File: src/rtl/mem_responder.sv
// rtl/mem_responder.sv - valid/ready single-port memory responder with programmable wait states
// One request at a time: IDLE captures, WAIT counts down, RESP strobes ready_o and commits.
module mem_responder #(
  parameter int WIDTH       = 16,
  parameter int ADDR_WIDTH  = 4,
  parameter int WAIT_STATES = 1,
  parameter int CNT_WIDTH   = 8
) (
  input  logic                  clk_i,
  input  logic                  rst_i,
  input  logic                  valid_i,
  input  logic                  wr_rd_i,
  input  logic [ADDR_WIDTH-1:0] addr_i,
  input  logic [WIDTH-1:0]      wr_data_i,
  output logic [WIDTH-1:0]      rd_data_o,
  output logic                  ready_o,
  output logic [CNT_WIDTH-1:0]  wr_cnt_o,
  output logic [CNT_WIDTH-1:0]  rd_cnt_o
);

  localparam int DEPTH = 2 ** ADDR_WIDTH;

  typedef enum logic [1:0] {
    S_IDLE = 2'd0,
    S_WAIT = 2'd1,
    S_RESP = 2'd2
  } state_t;

  state_t                r_state;
  state_t                w_next;
  logic [3:0]            r_wait_cnt;
  logic [3:0]            w_wait_cnt_nxt;
  logic                  r_wr;
  logic [ADDR_WIDTH-1:0] r_addr;
  logic [WIDTH-1:0]      r_wdata;
  logic [WIDTH-1:0]      r_mem [DEPTH];
  logic [WIDTH-1:0]      r_rd_data;
  logic [CNT_WIDTH-1:0]  r_wr_cnt;
  logic [CNT_WIDTH-1:0]  r_rd_cnt;
  logic                  w_capture;
  logic                  w_commit;
  logic                  w_load_rd;
  logic [ADDR_WIDTH-1:0] w_rd_addr;

  always_comb begin
    w_next         = r_state;
    w_wait_cnt_nxt = r_wait_cnt;
    w_capture      = 1'b0;
    w_commit       = 1'b0;
    case (r_state)
      S_IDLE: begin
        if (valid_i) begin
          w_capture      = 1'b1;
          w_wait_cnt_nxt = 4'(WAIT_STATES);
          w_next         = (WAIT_STATES > 0) ? S_WAIT : S_RESP;
        end
      end
      S_WAIT: begin
        // A dropped valid abandons the request before anything becomes visible.
        if (!valid_i) begin
          w_next = S_IDLE;
        end else if (r_wait_cnt == 4'd1) begin
          w_next = S_RESP;
        end else begin
          w_wait_cnt_nxt = r_wait_cnt - 4'd1;
        end
      end
      S_RESP: begin
        w_next   = S_IDLE;
        w_commit = valid_i;
      end
      default: w_next = S_IDLE;
    endcase
  end

  // With zero wait states RESP follows IDLE directly, so the live request is used.
  always_comb begin
    w_rd_addr = w_capture ? addr_i : r_addr;
    w_load_rd = (w_next == S_RESP) && (w_capture ? !wr_rd_i : !r_wr);
  end

  always_ff @(posedge clk_i or negedge rst_i) begin
    if (!rst_i) begin
      r_state    <= S_IDLE;
      r_wait_cnt <= '0;
      r_wr       <= 1'b0;
      r_addr     <= '0;
      r_wdata    <= '0;
      r_rd_data  <= '0;
      r_wr_cnt   <= '0;
      r_rd_cnt   <= '0;
      for (int i = 0; i < DEPTH; i++) begin
        r_mem[i] <= '0;
      end
    end else begin
      r_state    <= w_next;
      r_wait_cnt <= w_wait_cnt_nxt;
      if (w_capture) begin
        r_wr    <= wr_rd_i;
        r_addr  <= addr_i;
        r_wdata <= wr_data_i;
      end
      if (w_load_rd) begin
        r_rd_data <= r_mem[w_rd_addr];
      end
      if (w_commit) begin
        if (r_wr) begin
          r_mem[r_addr] <= r_wdata;
          r_wr_cnt      <= r_wr_cnt + CNT_WIDTH'(1);
        end else begin
          r_rd_cnt      <= r_rd_cnt + CNT_WIDTH'(1);
        end
      end
    end
  end

  assign ready_o   = (r_state == S_RESP);
  assign rd_data_o = r_rd_data;
  assign wr_cnt_o  = r_wr_cnt;
  assign rd_cnt_o  = r_rd_cnt;

endmodule

File: config.mk
export PLATFORM = sky130hd
export DESIGN_NAME = mem_responder
export DESIGN_NICKNAME = d
export VERILOG_FILES = /design/src/rtl/mem_responder.sv
export SDC_FILE = /design/constraint.sdc
export NUM_CORES = 1
export LEC_CHECK = 0
export CAP_MARGIN = 20
export CELL_PAD_IN_SITES_DETAIL_PLACEMENT = 0
export CELL_PAD_IN_SITES_GLOBAL_PLACEMENT = 1
export CORE_UTILIZATION = 39
export CTS_CLUSTER_SIZE = 24
export DETAILED_ROUTE_END_ITERATION = 10
export GPL_TIMING_DRIVEN = 1
export PLACE_DENSITY = 0.62
export SLEW_MARGIN = 30
export SYNTH_ARGS = -nofsm -noshare
export SYNTH_HDL_FRONTEND = slang
export SYNTH_SLANG_ARGS = --single-unit
export TNS_END_PERCENT = 50
File: constraint.sdc
create_clock -name clk_i -period 4.8 [get_ports clk_i]
set_input_delay 0.72 -clock clk_i [delete_from_list [all_inputs] [get_ports clk_i]]
set_output_delay 0.72 -clock clk_i [all_outputs]
set_load 0.01 [all_outputs]
==> run metrics <==
status=finished clean; part of the total power dissipated in sequential elements=45.9%; leakage power=0.00838 µW; met2 WL=18400 µm; starting density of the core=39.9%; full die area=39700 µm²; CP Capture Type=flip-flop; number of synthesized register bits=315; count of unique library cells instantiated by Yosys=49; CTS resizes=0; type of the most critical hold path=primary input to asynchronous set/reset pin; mean instance size in the synthesized netlist=13.0 µm²; top_reg_cell synth=sky130_fd_sc_hd__dfrtp_1; number of max-slew violations in the final report=0; setup repair after global routing missed its margin=false; Net Count, Synth=1199; Max Buffers Root-to-Sink=3; CTS tree=built; H-tree level count=2; grt ovf=0; synth-to-layout area growth=15.1%; maximum number of pins on one net before global-route repair=89; Worst Max-Slew Pin Slew=0.953 ns; Total Routed Length=39100 µm; combinational share of power=14.3%; clock-pin slew on the worst setup and hold paths=0.06 ns; fraction of power spent switching nets=27.5%; Final Power=7000 µW; number of port buffers=56; standard cell area after detailed placement=16300 µm²; global-route wire length before repair=61000 µm; vertical extent of the die=199 µm; data arrival at the endpoint of the critical path=3.73 ns; post-synthesis instance area=15200 µm²; post-detailed-route wirelength per cell=22.4 µm; Std-Cell Core Area=38000 µm²; number of buffers created by CTS=37; fraction of layout cells with a size suffix above 1=33.5%; max_cap viols=0; share of the clock period used by the worst path=68.6%; setup violation total in the final timing report=0; Iter 0 DRT Violations=502; worst-case vdd ir drop=0.273 mV; hpwl dp=23200 µm; weighted congestion reported at the end of routability-driven placement=0.735; drt pass-1 iters=5; # rows=71; CTS Root Buffer Type=sky130_fd_sc_hd__clkbuf_16; power density normalized to cell area=400 nW/µm²; Skew-Pair Late Insertion Delay=0.54 ns; Post-synth EDFFs=0; via total after detailed routing=9470; fmax=0.304 GHz; launching element type of the critical path=flip-flop; type of the worst setup path=flip-flop to flip-flop; global-route usage over all layers=20.8%; Hold Buf Count CTS=0; max_slew headroom=36.5%; dpl cells=1683; worst slack at placement=1.03 ns; met3 routed wirelength=1190 µm; Boundary Pins=57; summed negative setup slack over all endpoints=0 ns; Die Span X=199 µm; initial antenna violation count=0; clk_skew=0.0160 ns; via/cell ratio=5.41; minimum period implied by the final worst setup slack=3.29 ns; met1 wire length=18600 µm; final worst setup slack=1.51 ns; drc violations=0; highest fanout seen on the critical path=20; final cell count without fillers=1749; post-route cell area=17500 µm²; total clock sinks=315; Final Hold Violating Endpoints=0; total of fill cells in the finished design=3547; cell internal pwr=5070 µW; switching power=1920 µW; top sig layer=met4; antenna-violating nets left=0; Layout Nets=1240; total inserted antenna cells=0; sequential element share of the synthesized area=51.9%; instance count of the mapped netlist=1171; synthesis warning total=0; Clock Power Share=39.7%; number of global-route vias before repair=9788; Worst Path Required=5.24 ns; share of async-settable or async-resettable flops after synthesis=100%; Post-CTS Repair Setup Buffers=0
## layer usage
metal  GRT usage (%)  up-vias
li1                -     4315
met1            29.2     4957
met2            33.4      143
met3            3.02       55
met4            6.15        0
met5               0        -
## cells in the mapped netlist, types with 2 or more instances
| library cell | count | area (µm²) |
|---|---|---|
| sky130_fd_sc_hd__a211oi_1 | 4 | 30.0 |
| sky130_fd_sc_hd__a21o_1 | 2 | 15.0 |
| sky130_fd_sc_hd__a21oi_1 | 34 | 170 |
| sky130_fd_sc_hd__a221o_1 | 15 | 150 |
| sky130_fd_sc_hd__a22o_1 | 3 | 26.3 |
| sky130_fd_sc_hd__a22oi_1 | 2 | 15.0 |
| sky130_fd_sc_hd__and3_1 | 3 | 18.8 |
| sky130_fd_sc_hd__buf_1 | 11 | 41.3 |
| sky130_fd_sc_hd__buf_2 | 27 | 135 |
| sky130_fd_sc_hd__buf_4 | 14 | 105 |
| sky130_fd_sc_hd__buf_6 | 3 | 33.8 |
| sky130_fd_sc_hd__clkbuf_1 | 31 | 116 |
| sky130_fd_sc_hd__dfrtp_1 | 315 | 7880 |
| sky130_fd_sc_hd__ha_1 | 4 | 50.1 |
| sky130_fd_sc_hd__inv_1 | 5 | 18.8 |
| sky130_fd_sc_hd__mux2_2 | 273 | 3070 |
| sky130_fd_sc_hd__mux2i_1 | 112 | 1120 |
| sky130_fd_sc_hd__mux4_2 | 32 | 721 |
| sky130_fd_sc_hd__nand2_1 | 128 | 480 |
| sky130_fd_sc_hd__nand2b_1 | 2 | 12.5 |
| sky130_fd_sc_hd__nand3_1 | 23 | 115 |
| sky130_fd_sc_hd__nand4_1 | 3 | 18.8 |
| sky130_fd_sc_hd__nor2_1 | 18 | 67.6 |
| sky130_fd_sc_hd__nor2_2 | 9 | 56.3 |
| sky130_fd_sc_hd__nor2b_1 | 5 | 31.3 |
| sky130_fd_sc_hd__nor3_1 | 5 | 25.0 |
| sky130_fd_sc_hd__nor3_4 | 2 | 32.5 |
| sky130_fd_sc_hd__nor3b_1 | 2 | 15.0 |
| sky130_fd_sc_hd__nor4_1 | 3 | 18.8 |
| sky130_fd_sc_hd__o211ai_1 | 15 | 113 |
| sky130_fd_sc_hd__o21ai_0 | 34 | 170 |
| sky130_fd_sc_hd__or3_1 | 2 | 12.5 |
| sky130_fd_sc_hd__or3b_1 | 2 | 17.5 |
| sky130_fd_sc_hd__xnor2_1 | 10 | 87.6 |
| sky130_fd_sc_hd__xor2_1 | 4 | 35.0 |
## critical path: stages, from the launching register on
cell and delay (ns):
sky130_fd_sc_hd__dfrtp_1 0.37, sky130_fd_sc_hd__inv_1 0.11, sky130_fd_sc_hd__ha_1 0.19, sky130_fd_sc_hd__or3b_1 0.51, sky130_fd_sc_hd__or3_1 0.80, sky130_fd_sc_hd__nand2b_1 0.73
sky130_fd_sc_hd__o41ai_2 0.48
## layout make-up
cell class / count / area (µm²) / area share [%]
flip-flops and latches: 315 / 7890 / 45.1
well taps: 511 / 639 / 3.66
inverters: 7 / 26.3 / 0.150
repair buffers: 88 / 830 / 4.75
clock inverters: 3 / 68.8 / 0.394
clock buffers: 62 / 1120 / 6.42
multi-input cells: 763 / 6900 / 39.5
## power groups by stage
stage | clock (µW) | sequential [µW] | combinational, µW
2_1_floorplan | 0 | 3070 | 710
3_3_place_gp | 0 | 3260 | 1010
3_5_place_dp | 0 | 3260 | 1020
4_1_cts | 2870 | 3220 | 1020
5_1_grt | 2970 | 3260 | 1100
6_report | 2780 | 3210 | 1000
## final timing paths
kind	endpoint	slack, ns	cells after the start	startpoint
min reg2reg	rd_cnt_o[7]	0.47	1	rd_cnt_o[7]
max reg2reg	rd_data_o[9]	1.51	6	r_wait_cnt[1]
min	r_mem[88]	0.20	1	rst_i
max	rd_data_o[9]	1.51	6	r_wait_cnt[1]
max in group asynchronous	r_addr[1]	3.52	2	rst_i
min in group clk_i	rd_cnt_o[7]	0.47	1	rd_cnt_o[7]
## kinds of logic (layout without fill, tap and decap cells)
kind of cell               after synthesis  count (layout)  share of synthesized area (%)
AOI/OAI and AO/OA                      110             110                           4.65
and+or+nand+nor                        216             216                           6.67
buffers and inverters                   93             160                           3.02
muxes                                  419             419                           32.6
DFF                                    315             315                           51.9
adders and majority gates                4               4                          0.330
xor gates and xnor gates                14              14                          0.807
## metrics by stage
stage,utilization [%],hold WS [ns]
4_1_cts,45.9,0.215
5_1_grt,46.0,0.241
6_report,46.0,0.197
3_3_place_gp,42.8,0.461
2_1_floorplan,-,0.424
3_5_place_dp,42.8,0.468
## sequential cells by signal, summed over array words and instances (netlist names)
register,cells
r_addr,4
r_mem,256
r_state,2
r_wait_cnt,4
r_wdata,16
r_wr,1
rd_cnt_o,8
rd_data_o,16
wr_cnt_o,8
## cells in the final DEF (no fill, tap or decap), types with 3 or more instances in the layout
| cell | n |
|---|---|
| sky130_fd_sc_hd__dfrtp_1 | 312 |
| sky130_fd_sc_hd__mux2_2 | 273 |
| sky130_fd_sc_hd__nand2_1 | 128 |
| sky130_fd_sc_hd__mux2i_1 | 110 |
| sky130_fd_sc_hd__clkdlybuf4s50_1 | 54 |
| sky130_fd_sc_hd__clkbuf_16 | 39 |
| sky130_fd_sc_hd__o21ai_0 | 34 |
| sky130_fd_sc_hd__a21oi_1 | 34 |
| sky130_fd_sc_hd__mux4_2 | 32 |
| sky130_fd_sc_hd__buf_4 | 29 |
| sky130_fd_sc_hd__nand3_1 | 23 |
| sky130_fd_sc_hd__nor2_1 | 18 |
| sky130_fd_sc_hd__clkbuf_1 | 17 |
| sky130_fd_sc_hd__o211ai_1 | 15 |
| sky130_fd_sc_hd__a221o_1 | 15 |
| sky130_fd_sc_hd__xnor2_1 | 10 |
| sky130_fd_sc_hd__nor2_2 | 8 |
| sky130_fd_sc_hd__clkbuf_8 | 6 |
| sky130_fd_sc_hd__nor2b_1 | 5 |
| sky130_fd_sc_hd__inv_1 | 5 |
| sky130_fd_sc_hd__nor3_1 | 5 |
| sky130_fd_sc_hd__a211oi_1 | 4 |
| sky130_fd_sc_hd__xor2_1 | 4 |
| sky130_fd_sc_hd__ha_1 | 4 |
| sky130_fd_sc_hd__nor3_4 | 3 |
| sky130_fd_sc_hd__and3_1 | 3 |
| sky130_fd_sc_hd__nand4_1 | 3 |
| sky130_fd_sc_hd__a22o_1 | 3 |
Power figures use the tool's default switching activity.
